$ cat src/rtl/adjust_button_pulser.sv
// Up/down button front end: two-flop synchronisers, per-button debounce, and a
// single press/hold/auto-repeat FSM producing one-cycle count_up/count_down strobes.
module adjust_button_pulser #(
   parameter int DEBOUNCE_CYCLES = 1_000_000,
   parameter int HOLD_CYCLES     = 50_000_000,
   parameter int REPEAT_CYCLES   = 10_000_000
) (
   input  logic clk,
   input  logic reset,
   input  logic en,
   input  logic btn_up,
   input  logic btn_down,
   output logic count_up,
   output logic count_down,
   output logic repeating
);

   localparam int DBW = $clog2(DEBOUNCE_CYCLES);
   localparam int TW  = $clog2((HOLD_CYCLES > REPEAT_CYCLES) ? HOLD_CYCLES : REPEAT_CYCLES);
   localparam logic [DBW-1:0] DB_LAST  = DBW'(DEBOUNCE_CYCLES - 1);
   localparam logic [TW-1:0]  HOLD_LAST = TW'(HOLD_CYCLES - 1);
   localparam logic [TW-1:0]  REP_LAST  = TW'(REPEAT_CYCLES - 1);

   typedef enum logic [1:0] {S_IDLE, S_HOLD, S_REPEAT} state_t;
   typedef enum logic {DIR_UP, DIR_DOWN} dir_t;

   // Bit 0 is the up button, bit 1 the down button throughout.
   logic [1:0]     w_raw;
   logic [1:0]     r_sync1;
   logic [1:0]     r_sync2;
   logic [1:0]     r_db;
   logic [1:0]     r_prev;
   logic [DBW-1:0] r_db_cnt [2];
   logic [1:0]     w_press;

   state_t         r_state;
   dir_t           r_dir;
   logic [TW-1:0]  r_timer;
   logic           w_dir_lvl;
   logic           w_oth_lvl;
   logic           w_abort;

   assign w_raw   = {btn_down, btn_up};
   assign w_press = r_db & ~r_prev;

   always_ff @(posedge clk or posedge reset) begin
      if (reset) begin
         r_sync1     <= '0;
         r_sync2     <= '0;
         r_db        <= '0;
         r_prev      <= '0;
         r_db_cnt[0] <= '0;
         r_db_cnt[1] <= '0;
      end else begin
         r_sync1 <= w_raw;
         r_sync2 <= r_sync1;
         r_prev  <= r_db;
         for (int unsigned b = 0; b < 2; b++) begin
            if (r_sync2[b] == r_db[b]) begin
               r_db_cnt[b] <= '0;
            end else if (r_db_cnt[b] == DB_LAST) begin
               r_db[b]     <= r_sync2[b];
               r_db_cnt[b] <= '0;
            end else begin
               r_db_cnt[b] <= r_db_cnt[b] + 1'b1;
            end
         end
      end
   end

   assign w_dir_lvl = (r_dir == DIR_UP) ? r_db[0] : r_db[1];
   assign w_oth_lvl = (r_dir == DIR_UP) ? r_db[1] : r_db[0];
   assign w_abort   = !en || !w_dir_lvl || w_oth_lvl;

   // Abort is tested before the timer so it wins over a strobe due that cycle.
   always_ff @(posedge clk or posedge reset) begin
      if (reset) begin
         r_state    <= S_IDLE;
         r_dir      <= DIR_UP;
         r_timer    <= '0;
         count_up   <= 1'b0;
         count_down <= 1'b0;
         repeating  <= 1'b0;
      end else begin
         count_up   <= 1'b0;
         count_down <= 1'b0;
         case (r_state)
            S_IDLE: begin
               repeating <= 1'b0;
               if (en && w_press[0] && !r_db[1]) begin
                  count_up <= 1'b1;
                  r_dir    <= DIR_UP;
                  r_timer  <= '0;
                  r_state  <= S_HOLD;
               end else if (en && w_press[1] && !r_db[0]) begin
                  count_down <= 1'b1;
                  r_dir      <= DIR_DOWN;
                  r_timer    <= '0;
                  r_state    <= S_HOLD;
               end
            end
            S_HOLD: begin
               if (w_abort) begin
                  r_state   <= S_IDLE;
                  repeating <= 1'b0;
               end else if (r_timer == HOLD_LAST) begin
                  count_up   <= (r_dir == DIR_UP);
                  count_down <= (r_dir == DIR_DOWN);
                  r_timer    <= '0;
                  r_state    <= S_REPEAT;
                  repeating  <= 1'b1;
               end else begin
                  r_timer <= r_timer + 1'b1;
               end
            end
            S_REPEAT: begin
               if (w_abort) begin
                  r_state   <= S_IDLE;
                  repeating <= 1'b0;
               end else if (r_timer == REP_LAST) begin
                  count_up   <= (r_dir == DIR_UP);
                  count_down <= (r_dir == DIR_DOWN);
                  r_timer    <= '0;
               end else begin
                  r_timer <= r_timer + 1'b1;
               end
            end
            default: begin
               r_state   <= S_IDLE;
               repeating <= 1'b0;
            end
         endcase
      end
   end

endmodule

$ cat config.mk
export PLATFORM = sky130hd
export DESIGN_NAME = adjust_button_pulser
export DESIGN_NICKNAME = d
export VERILOG_FILES = /design/src/rtl/adjust_button_pulser.sv
export SDC_FILE = /design/constraint.sdc
export NUM_CORES = 1
export LEC_CHECK = 0
export ABC_AREA = 1
export BUFFER_PORTS_ARGS = -buffer_cell sky130_fd_sc_hd__buf_2
export CAP_MARGIN = 30
export CORE_UTILIZATION = 61
export CTS_BUF_LIST = sky130_fd_sc_hd__clkbuf_4 sky130_fd_sc_hd__clkbuf_8 sky130_fd_sc_hd__clkbuf_16
export CTS_CLUSTER_SIZE = 20
export DETAILED_ROUTE_END_ITERATION = 6
export GPL_TIMING_DRIVEN = 0
export PLACE_DENSITY = 0.85
export SLEW_MARGIN = 10
export SYNTH_ARGS = -nofsm -noshare
export SYNTH_HDL_FRONTEND = slang
export SYNTH_SLANG_ARGS = --single-unit
$ cat constraint.sdc
create_clock -name clk -period 4.5 [get_ports clk]
set_clock_uncertainty 0.05 [all_clocks]
set_input_delay 0.45 -clock clk [delete_from_list [all_inputs] [get_ports clk]]
set_output_delay 0.45 -clock clk [all_outputs]
set_load 0.1 [all_outputs]
==> flow_summary.toml <==
[outcome]
status = "complete, no violations"

[floorplanning]
num_rows = 32
chipWidth_um = 92.4
floorplan.die_area_um2 = 8530
placeableCoreArea_um2 = 7810
die_h_um = 92.4
starting_density_of_the_core_pct = 63.8
top_level_ports = 8

[place]
io_buffers = 7
detailed_place_hpwl_mm = 8.35
place.gp.congestion = 0.925

[sta]
timing_max_transition_violations_final = 0
grt_setup_unrepaired = "no"
post-route-period-util_pct = 45.8
tightestPinTransition_ns = 0.575
timing.setup.tns_ns = 0
timing.hold.ws_ns = 0.138
fmax_mhz = 485
report.final.setup_viol = 0
fin_crit_ns = 2.06
timing_hold_violations_final = 0
worst_slew_margin_rel_pct = 61.7

[cts]
clkLatencyLatePin_ns = 0.37
cts-resized-gates = 0
numClockSinks = 80
hold_buf_cts = 1
clock_tree_root = "sky130_fd_sc_hd__clkbuf_8"
max-clock-path-buffers = 2
clock_pin_slew_of_the_registers_on_the_worst_case_setup_and_hold_paths_ns = 0.09
cts_tree = "yes"
cts_post_setup_buffers_inserted = 0
htree_levels = 3
tritoncts.num_buffers = 9

[worst_setup_path]
timing.setup.critical_path_class = "reg2reg"
worst_setup_path_end_kind = "flip-flop"
setup.worst_path.start_class = "flip-flop"
data_required_critical_path_ns = 4.72
critical_path_peak_fanout = 10
worst_ep_arrival_time_ns = 2.28

[final_layout]
final_nets = 747
finalCoreUtilization_pct = 68.7
flow.area_growth_from_synthesis_pct = 7.76
final_layout_size_suffix_gt1_share_pct = 8.51
antenna-diode-count = 0

[grt]
initial_antenna_violation_count = 0
met1_usage_pct = 37.6
largest_net_degree_at_the_start_of_global_routing = 66
grt-ovfl-total = 0
use_met3_pct = 4.76
gr-usage-all-layers_pct = 29.3
top_usage_layer = "met2"
grt_pass1_wl_mm = 19.9
grt_use_met2_pct = 49.1
grt_pass1_vias = 4486

[synth]
fraction_of_post_synthesis_cell_area_in_the_top_cell_type_by_area_pct = 40.2
synth_enable_flop_cells = 0
synth_cell_count_leaders = "177 x sky130_fd_sc_hd__nand2_1, 123 x sky130_fd_sc_hd__nor2_1, 103 x sky130_fd_sc_hd__inv_1, 80 x sky130_fd_sc_hd__dfrtp_1, 59 x sky130_fd_sc_hd__nand3_1"
yosysMostFrequentCell = "sky130_fd_sc_hd__nand2_1"
ys_ff_latch = 80
synth.distinct_cells = 37
synth_largest_area_cell = "sky130_fd_sc_hd__dfrtp_1"
synth.cell_area_um2 = 4980
synth_top_flop_cell = "sky130_fd_sc_hd__dfrtp_1"
share_of_the_yosys_chip_area_belonging_to_registers_pct = 40.2
asyncSetResetFlopFracSynth_pct = 100
synth_nets = 727
synth.yosys.warnings = 0
syn_inst = 715
avgSynthCellArea_um2 = 6.96
netlist_top_cells_area = "sky130_fd_sc_hd__dfrtp_1 40%, sky130_fd_sc_hd__nand2_1 13%, sky130_fd_sc_hd__nor2_1 9.3%, sky130_fd_sc_hd__inv_1 7.8%, sky130_fd_sc_hd__nand3_1 5.9%"

[flow_run]
maximum_capacitance_violations = 0

[drt]
detailed_routing_iteration_count_for_the_pre_antenna_repair_pass = 5
drtAntennaViolNets = 0
wl_per_cell_um = 13.7
drt_iter0_drc = 321
drc = 0
vias = 4679
route.detailed.vias_per_inst = 5.56
totalWireLength_mm = 11.6

[power_and_ir_drop]
power_per_cell_area_nw_per_um2 = 239
leakage_uw = 0.00267
vdd_ir_drop_max_uv = 232

[hold_path]
hold_class = "in2reg"
## flip-flops by register name (all words and copies together) (netlist names)
name and flops:
r_db_cnt 40, r_state 2, repeating 1, r_sync2 2, r_prev 2, r_sync1 2, r_timer 26, r_dir 1
count_up 1, count_down 1, r_db 2
## path summary, 6_finish.rpt
path                             from     endpoint  slack, ns  depth (start not counted)
setup / recovery           r_state[1]  r_timer[20]       2.44                         10
hold / removal                 btn_up   r_sync1[0]       0.14                          1
setup reg to reg           r_state[1]  r_timer[20]       2.44                         10
hold reg to reg            r_sync1[1]   r_sync2[1]       0.31                          0
max in group asynchronous       reset  r_db_cnt[5]       3.29                          4
min in group asynchronous       reset   r_timer[6]       0.52                          3
## final cells by class
type | count | area (µm²)
multi-input cells | 515 | 2470
fillers | 659 | 2440
flip-flops and latches | 80 | 2000
inverters | 108 | 408
well taps | 102 | 128
clock buffers | 9 | 124
plain buffers | 12 | 98.8
repair buffers | 9 | 72.6
clock inverters | 7 | 60.1
## per-layer routing
metal | vias up | routed length (µm)
li1 | 2303 | -
met1 | 2192 | 5040
met4 | 0 | 260
met2 | 151 | 5680
met5 | - | 0
met3 | 33 | 594
## layout by cell type, fill, tap and decap left out, types with 5 or more instances in the layout
cell,Yosys,layout
sky130_fd_sc_hd__nand2_2,7,7
sky130_fd_sc_hd__nor3b_1,5,5
sky130_fd_sc_hd__o21ai_0,18,18
sky130_fd_sc_hd__buf_6,6,6
sky130_fd_sc_hd__dfrtp_1,80,80
sky130_fd_sc_hd__buf_2,3,10
sky130_fd_sc_hd__ha_1,7,7
sky130_fd_sc_hd__nand4_1,19,19
sky130_fd_sc_hd__clkbuf_8,0,9
sky130_fd_sc_hd__nand2_1,177,177
sky130_fd_sc_hd__xor2_1,15,15
sky130_fd_sc_hd__a21oi_1,21,21
sky130_fd_sc_hd__nor3_1,28,28
sky130_fd_sc_hd__inv_1,103,102
sky130_fd_sc_hd__nor4_1,6,6
sky130_fd_sc_hd__nor2_1,123,123
sky130_fd_sc_hd__nand3_1,59,59
## critical path, cell delays in order (launching register included)
cell	delay [ns]
sky130_fd_sc_hd__dfrtp_1	0.41
sky130_fd_sc_hd__inv_1	0.08
sky130_fd_sc_hd__ha_1	0.17
sky130_fd_sc_hd__clkbuf_2	0.18
sky130_fd_sc_hd__inv_1	0.16
sky130_fd_sc_hd__o21ai_0	0.21
sky130_fd_sc_hd__a21oi_4	0.33
sky130_fd_sc_hd__buf_6	0.21
sky130_fd_sc_hd__nand2_1	0.07
sky130_fd_sc_hd__nand2_1	0.06
sky130_fd_sc_hd__inv_1	0.03
## stage by stage
step	instance area (µm²)	total power (µW)	cells	setup slack, ns
global route	5370	1320	842	2.28
CTS	5370	1300	842	2.47
detailed placement	5170	781	825	2.48
global placement	5140	776	824	1.00
finish	5370	1280	842	2.44
floorplan	4980	767	715	1.95
## cells by family (layout without fill, tap and decap cells)
kind of cell	count (synthesis)	count (layout)	share of synthesized area, %
flops	80	80	40.2
buf+inv	120	145	10.1
compound gates	49	49	5.55
simple gates	442	442	39.4
xor+xnor	17	17	2.99
fa+ha+maj	7	7	1.76
## power breakdown
group | switching, µW | leakage [µW] | internal, µW
logic | 27.9 | 0.00154 | 11.0
clock network | 303 | 0.0000969 | 212
registers | 4.05 | 0.00103 | 724
total | 335 | 0.00267 | 948
Power figures use the tool's default switching activity.
